===== src/rtl/josh_pkg.sv =====
// Shared definitions for the J.O.S.H. Jump engine, screen updater and wall generator.
package josh_pkg;

  typedef enum logic [1:0] {
    S_MENU = 2'd0,
    S_ARM  = 2'd1,
    S_PLAY = 2'd2,
    S_DEAD = 2'd3
  } state_e;

  typedef enum logic {
    GRAV_DOWN = 1'b0,
    GRAV_UP   = 1'b1
  } grav_e;

  localparam int unsigned JOSH_ROWS     = 120;
  localparam int unsigned JOSH_DUDE_H   = 6;
  localparam int unsigned JOSH_TICK_DIV = 833333;

endpackage


===== src/rtl/josh_tick_divider.sv =====
// Rate counter: counts 0..DIV-1 while en is high and pulses wrap for one cycle
// each time the count returns to 0.
module josh_tick_divider #(
  parameter int unsigned DIV = 4
) (
  input  logic clk,
  input  logic resetn,
  input  logic en,
  output logic wrap
);

  localparam int unsigned CW = (DIV > 2) ? $clog2(DIV) : 1;

  logic [CW-1:0] count;

  always_ff @(posedge clk) begin
    if (!resetn) begin
      count <= '0;
      wrap  <= 1'b0;
    end else if (en) begin
      if (count == CW'(DIV - 1)) begin
        count <= '0;
        wrap  <= 1'b1;
      end else begin
        count <= count + CW'(1);
        wrap  <= 1'b0;
      end
    end else begin
      wrap <= 1'b0;
    end
  end

endmodule


===== src/rtl/josh_player_engine.sv =====
// Game-state FSM and player physics for J.O.S.H. Jump.
// Optional high-score register enabled by defining JOSH_HISCORE_EN.
module josh_player_engine
  import josh_pkg::*;
#(
  parameter int unsigned ROWS       = JOSH_ROWS,
  parameter int unsigned DUDE_H     = JOSH_DUDE_H,
  parameter int unsigned Y_START    = 20,
  parameter int unsigned TICK_DIV   = JOSH_TICK_DIV,
  parameter int unsigned DEAD_TICKS = 90,
  parameter int unsigned SCORE_W    = 16
) (
  input  logic                     clk,
  input  logic                     resetn,
  input  logic                     go,
  input  logic                     grav,
  input  logic [ROWS-1:0]          wall_here,
  input  logic [ROWS-1:0]          wall_ahead,
  output logic                     tick,
  output logic                     in_game,
  output logic                     endgame,
  output logic [$clog2(ROWS)-1:0]  player_y,
  output logic [SCORE_W-1:0]       score,
  output logic [1:0]               state
`ifdef JOSH_HISCORE_EN
  ,
  output logic [SCORE_W-1:0]       hiscore
`endif
);

  localparam int unsigned RW = $clog2(ROWS) + 1;
  localparam int unsigned DW = $clog2(DEAD_TICKS) + 1;
  localparam logic [RW-1:0] ONE = RW'(1);
  localparam logic [RW-1:0] DH  = RW'(DUDE_H);
  localparam logic [RW-1:0] TOP = RW'(ROWS);
  localparam logic [RW-1:0] Y0  = RW'(Y_START);
  localparam logic [ROWS-1:0] WIN = {{(ROWS-DUDE_H){1'b0}}, {DUDE_H{1'b1}}};

  state_e          state_q;
  grav_e           grav_lat;
  logic [RW-1:0]   py;
  logic [DW-1:0]   dead_cnt;
  logic            go_r, grav_r;
  logic [ROWS-1:0] here_r, ahead_r;

  logic [ROWS-1:0]    here_dn, here_up;
  logic               ahead_hit, solid, crush;
  logic [RW-1:0]      py_next;
  logic [SCORE_W-1:0] score_inc, final_score;

  josh_tick_divider #(.DIV(TICK_DIV)) u_div (
    .clk    (clk),
    .resetn (resetn),
    .en     (1'b1),
    .wrap   (tick)
  );

  always_ff @(posedge clk) begin
    if (!resetn) begin
      go_r    <= 1'b0;
      grav_r  <= 1'b0;
      here_r  <= '0;
      ahead_r <= '0;
    end else begin
      go_r    <= go;
      grav_r  <= grav;
      here_r  <= wall_here;
      ahead_r <= wall_ahead;
    end
  end

  // Support/crush rows are fetched by shifting so the row index never needs
  // to fit the vector's select width; out-of-range rows are covered by the
  // floor/ceiling terms.
  always_comb begin
    here_dn   = here_r >> (py - ONE);
    here_up   = here_r >> (py + DH);
    ahead_hit = |(ahead_r & (WIN << py));
    if (grav_lat == GRAV_DOWN) solid = (py == '0) || here_dn[0];
    else                       solid = ((py + DH) == TOP) || here_up[0];
    py_next = py;
    if (!solid) py_next = (grav_lat == GRAV_UP) ? py + ONE : py - ONE;
    crush       = |(here_r & (WIN << py_next));
    score_inc   = (&score) ? score : score + SCORE_W'(1);
    final_score = ahead_hit ? score : score_inc;
  end

  always_ff @(posedge clk) begin
    if (!resetn) begin
      state_q  <= S_MENU;
      grav_lat <= GRAV_DOWN;
      py       <= Y0;
      score    <= '0;
      in_game  <= 1'b0;
      endgame  <= 1'b0;
      dead_cnt <= '0;
`ifdef JOSH_HISCORE_EN
      hiscore  <= '0;
`endif
    end else begin
      endgame <= 1'b0;
      unique case (state_q)
        S_MENU: if (go_r) state_q <= S_ARM;
        S_ARM: begin
          if (!go_r) begin
            state_q  <= S_PLAY;
            in_game  <= 1'b1;
            score    <= '0;
            py       <= Y0;
            grav_lat <= grav_e'(grav_r);
          end
        end
        S_PLAY: begin
          if (tick) begin
            if (!ahead_hit) begin
              py    <= py_next;
              score <= score_inc;
              if (solid) grav_lat <= grav_e'(grav_r);
            end
            if (ahead_hit || crush) begin
              state_q  <= S_DEAD;
              in_game  <= 1'b0;
              endgame  <= 1'b1;
              dead_cnt <= '0;
`ifdef JOSH_HISCORE_EN
              if (final_score > hiscore) hiscore <= final_score;
`endif
            end
          end
        end
        S_DEAD: begin
          if (tick) begin
            if (dead_cnt == DW'(DEAD_TICKS - 1)) state_q <= S_MENU;
            else dead_cnt <= dead_cnt + DW'(1);
          end
        end
      endcase
    end
  end

  assign state    = state_q;
  assign player_y = py[RW-2:0];

endmodule


===== config.mk =====
export PLATFORM = sky130hd
export DESIGN_NAME = josh_player_engine
export DESIGN_NICKNAME = d
export VERILOG_FILES = /design/src/rtl/josh_pkg.sv /design/src/rtl/josh_tick_divider.sv /design/src/rtl/josh_player_engine.sv
export SDC_FILE = /design/constraint.sdc
export NUM_CORES = 1
export LEC_CHECK = 0
export ABC_AREA = 1
export CAP_MARGIN = 25
export CORE_AREA = 2 2 195 197
export CTS_BUF_LIST = sky130_fd_sc_hd__clkbuf_16
export CTS_CLUSTER_DIAMETER = 80
export CTS_CLUSTER_SIZE = 40
export DETAILED_ROUTE_END_ITERATION = 16
export DIE_AREA = 0 0 197 199
export GPL_ROUTABILITY_DRIVEN = 0
export PLACE_DENSITY = 0.72
export SLEW_MARGIN = 10
export SYNTH_ARGS = -nofsm -noshare
export SYNTH_HDL_FRONTEND = slang
export SYNTH_HIERARCHICAL = 1
export SYNTH_SLANG_ARGS = --single-unit

===== constraint.sdc =====
create_clock -name clk -period 4.5 [get_ports clk]
set_input_delay 0.675 -clock clk [delete_from_list [all_inputs] [get_ports clk]]
set_output_delay 0.675 -clock clk [all_outputs]
set_load 0.02 [all_outputs]

==> impl_metrics.env <==
export IMPL_p_int_mw=6.567
export IMPL_drt_first_iter_violations=2044
export IMPL_setup_tns_ps=0
export IMPL_grt_use_total=0.2780
export IMPL_final_common_cell="nand2_1"
export IMPL_worstMarginPinSlew_ps=803.9
export IMPL_cp_required_ps=4980
export IMPL_core_rowCount=71
export IMPL_die_width_um=197
export IMPL_yosysWarnings=6
export IMPL_pwr_share_comb=0.630
export IMPL_vdd_drop_max_uv=529.3
export IMPL_yosys_cell_types_count=55
export IMPL_worstSetupStartpointType="flip-flop"
export IMPL_period_minus_slack_ps=4431
export IMPL_dieArea_um2=39200
export IMPL_ys_seq_area_frac=0.3658
export IMPL_crit_arrival_ps=4910
export IMPL_layout_drive_gt1_share=0.09908
export IMPL_p_clk_frac=0.135
export IMPL_pwr_density_cell_nw_per_um2=606.6
export IMPL_fin_nets=3095
export IMPL_ys_ff_latch=300
export IMPL_netlist_area_um2=16420
export IMPL_drc=0
export IMPL_via_count=17780
export IMPL_hold_violations=0
export IMPL_totalPowerFinal_mw=12.74
export IMPL_worst_hold_slack_ps=444.0
export IMPL_p_sw_frac=0.4846
export IMPL_clock_latency_ps=540
export IMPL_clockBufferDepth=3
export IMPL_diodes=0
export IMPL_cap_viol_max_count=0
export IMPL_stdcell_count=3310
export IMPL_final_cell_mix="nand2_1 (697), inv_1 (440), dfxtp_1 (296)"
export IMPL_ios=272
export IMPL_hold_class="reg -> reg"
export IMPL_firstDrtPassIters=8
export IMPL_rsz0062_at_grt="true"
export IMPL_ys_async_sr_fraction=0
export IMPL_post_drt_via_cell_ratio=5.371
export IMPL_grt_max_degree=156
export IMPL_start_util=0.4421
export IMPL_worstPathMaxFanout=9
export IMPL_core_area_um2=37130
export IMPL_synthCells=2533
export IMPL_io_buffers=271
export IMPL_cts_hold_fix_buffers=0
export IMPL_cts_root_buf="clkbuf_16"
export IMPL_clkTransAtPathRegs_ps=120
export IMPL_criticalPathCategory="reg -> reg"
export IMPL_die_height_um=199
export IMPL_grt_pass1_wl_um=86510
export IMPL_wl_per_cell_um=17.36
export IMPL_timing_final_crit_share=0.9846
export IMPL_antenna_found_initial=0
export IMPL_first_global_vias=16530
export IMPL_cts_sinks=300
export IMPL_wirelength_um=57460
export IMPL_pwr_share_seq=0.235
export IMPL_final_setup_skew_ps=28.40
export IMPL_yosys_area_top_type="dfxtp_1"
export IMPL_p_leak_nw=10.41
export IMPL_tritoncts="yes"
export IMPL_synth_area_per_cell_um2=6.481
export IMPL_synthToLayoutAreaGrowth_pct=27.94
export IMPL_status="complete, no violations"
export IMPL_synth_ff_type="dfxtp_1"
export IMPL_slew_headroom=0.4640
export IMPL_dp_hpwl_um=43030
export IMPL_slowest_stage="dfxtp_2"
export IMPL_cts_buffers=15
export IMPL_ys_top_cells_by_area="dfxtp_1 (37%), nand2_1 (16%), inv_1 (10%)"
export IMPL_fmax_mhz=225.7
export IMPL_power_switching_mw=6.174
export IMPL_cpPeakStageDelay_ps=380
export IMPL_slew_violations=0
export IMPL_synth_top_area_share=0.3658
export IMPL_end_kind="flip-flop"
export IMPL_setup_violations=0
export IMPL_fillers=3486
export IMPL_place_inst=3267
export IMPL_synth_edf_count=0
export IMPL_ant_nets=0
export IMPL_cts_htree_levels=1
export IMPL_grt_remaining_overflow=0
## synthesized netlist by cell type (3+ instances only)
| master | instances |
|---|---|
| a2111oi_0 | 3 |
| a211oi_1 | 7 |
| a21oi_1 | 65 |
| a221oi_1 | 8 |
| a22o_1 | 6 |
| a22oi_1 | 4 |
| a32o_1 | 8 |
| and3_1 | 4 |
| buf_1 | 8 |
| buf_2 | 33 |
| buf_4 | 21 |
| buf_6 | 18 |
| clkbuf_1 | 37 |
| clkinv_1 | 7 |
| dfxtp_1 | 300 |
| ha_1 | 24 |
| inv_1 | 447 |
| inv_2 | 15 |
| nand2_1 | 707 |
| nand2_2 | 21 |
| nand2_4 | 5 |
| nand3_1 | 263 |
| nand3_2 | 6 |
| nand3b_1 | 3 |
| nand4_1 | 74 |
| nor2_1 | 199 |
| nor2_2 | 14 |
| nor2_4 | 5 |
| nor3_1 | 24 |
| o211ai_1 | 35 |
| o21ai_0 | 59 |
| o21ai_1 | 39 |
| o21ai_2 | 3 |
| o22ai_1 | 16 |
| or2_2 | 4 |
| xnor2_1 | 5 |
| xor2_1 | 12 |
## kinds of logic after synthesis
| kind of cell | Yosys count | share of synthesized area |
|---|---|---|
| other | 1 | 0.0002284 |
| AO/OA/AOI/OAI | 264 | 0.09809 |
| adder cells (fa/ha/maj) | 24 | 0.01829 |
| XOR/XNOR | 18 | 0.01006 |
| AND/OR/NAND/NOR | 1338 | 0.3567 |
| flip-flops | 300 | 0.3658 |
| buffers and inverters | 588 | 0.1508 |
## final cells by class
class | instances | area [um^2] | share of cell area
multi-input combinational | 1647 | 8233 | 0.3920
sequential | 300 | 6013 | 0.2863
timing repair buffer | 393 | 3832 | 0.1825
inverter | 470 | 1772 | 0.08435
tap | 474 | 593.1 | 0.02824
clock buffer | 15 | 375.4 | 0.01787
clock inverter | 11 | 185.2 | 0.008816
## critical path: cells and delay by family (launching register included)
kind / cells / cell delay [ps]
buf+inv: 6 / 770
flops: 1 / 380
compound gates: 1 / 190
fa+ha+maj: 1 / 250
simple gates: 24 / 2790
## stage by stage
stage          utilization  setup slack, ps  instance area (um^2)
6_report            0.5656            69.31                 21000
5_1_grt             0.5656           -117.6                 21000
4_1_cts             0.5541            20.37                 20580
3_5_place_dp        0.5373           -121.3                 19950
3_3_place_gp        0.5373            14.50                 19950
2_1_floorplan            -            459.1                 16420
## per-layer routing
layer,global-route usage,part of all wire,up-vias
met5,0,0,-
met4,0.1504,0.064,0
met3,0.05561,0.099,250
met2,0.4562,0.45,1048
met1,0.3440,0.39,7963
li1,-,-,8516
## registers in the layout, summed over array words and instances (netlist names)
name         cells
score           16
endgame          1
u_div/count     20
dead_cnt         8
state            2
go_r             1
ahead_r        120
in_game          1
here_r         120
grav_r           1
py               8
grav_lat         1
u_div/wrap       1
## final timing paths
check,startpoint,cells after the start,slack (ps),endpoint
max,py[1],32,70,dead_cnt[6]
min,grav_r,2,440,grav_lat
max reg2reg,py[1],32,70,dead_cnt[6]
min reg2reg,grav_r,2,440,grav_lat
## repair_timing
action	in CTS	in global routing
setup endpoints to repair	11	23
hold endpoints to repair	0	0
pin swaps	3	15
gates resized for setup	11	73
setup buffers	3	11
cloned	1	2
## power by group through the flow
stage	logic, mW	registers, mW	clock network, mW
floorplan	4.12	2.99	0
global placement	6.75	3.04	0
global route	8.50	3.01	1.85
CTS	7.06	2.99	1.76
finish	8.03	2.99	1.72
detailed placement	6.86	3.04	0
Power figures use the tool's default switching activity.
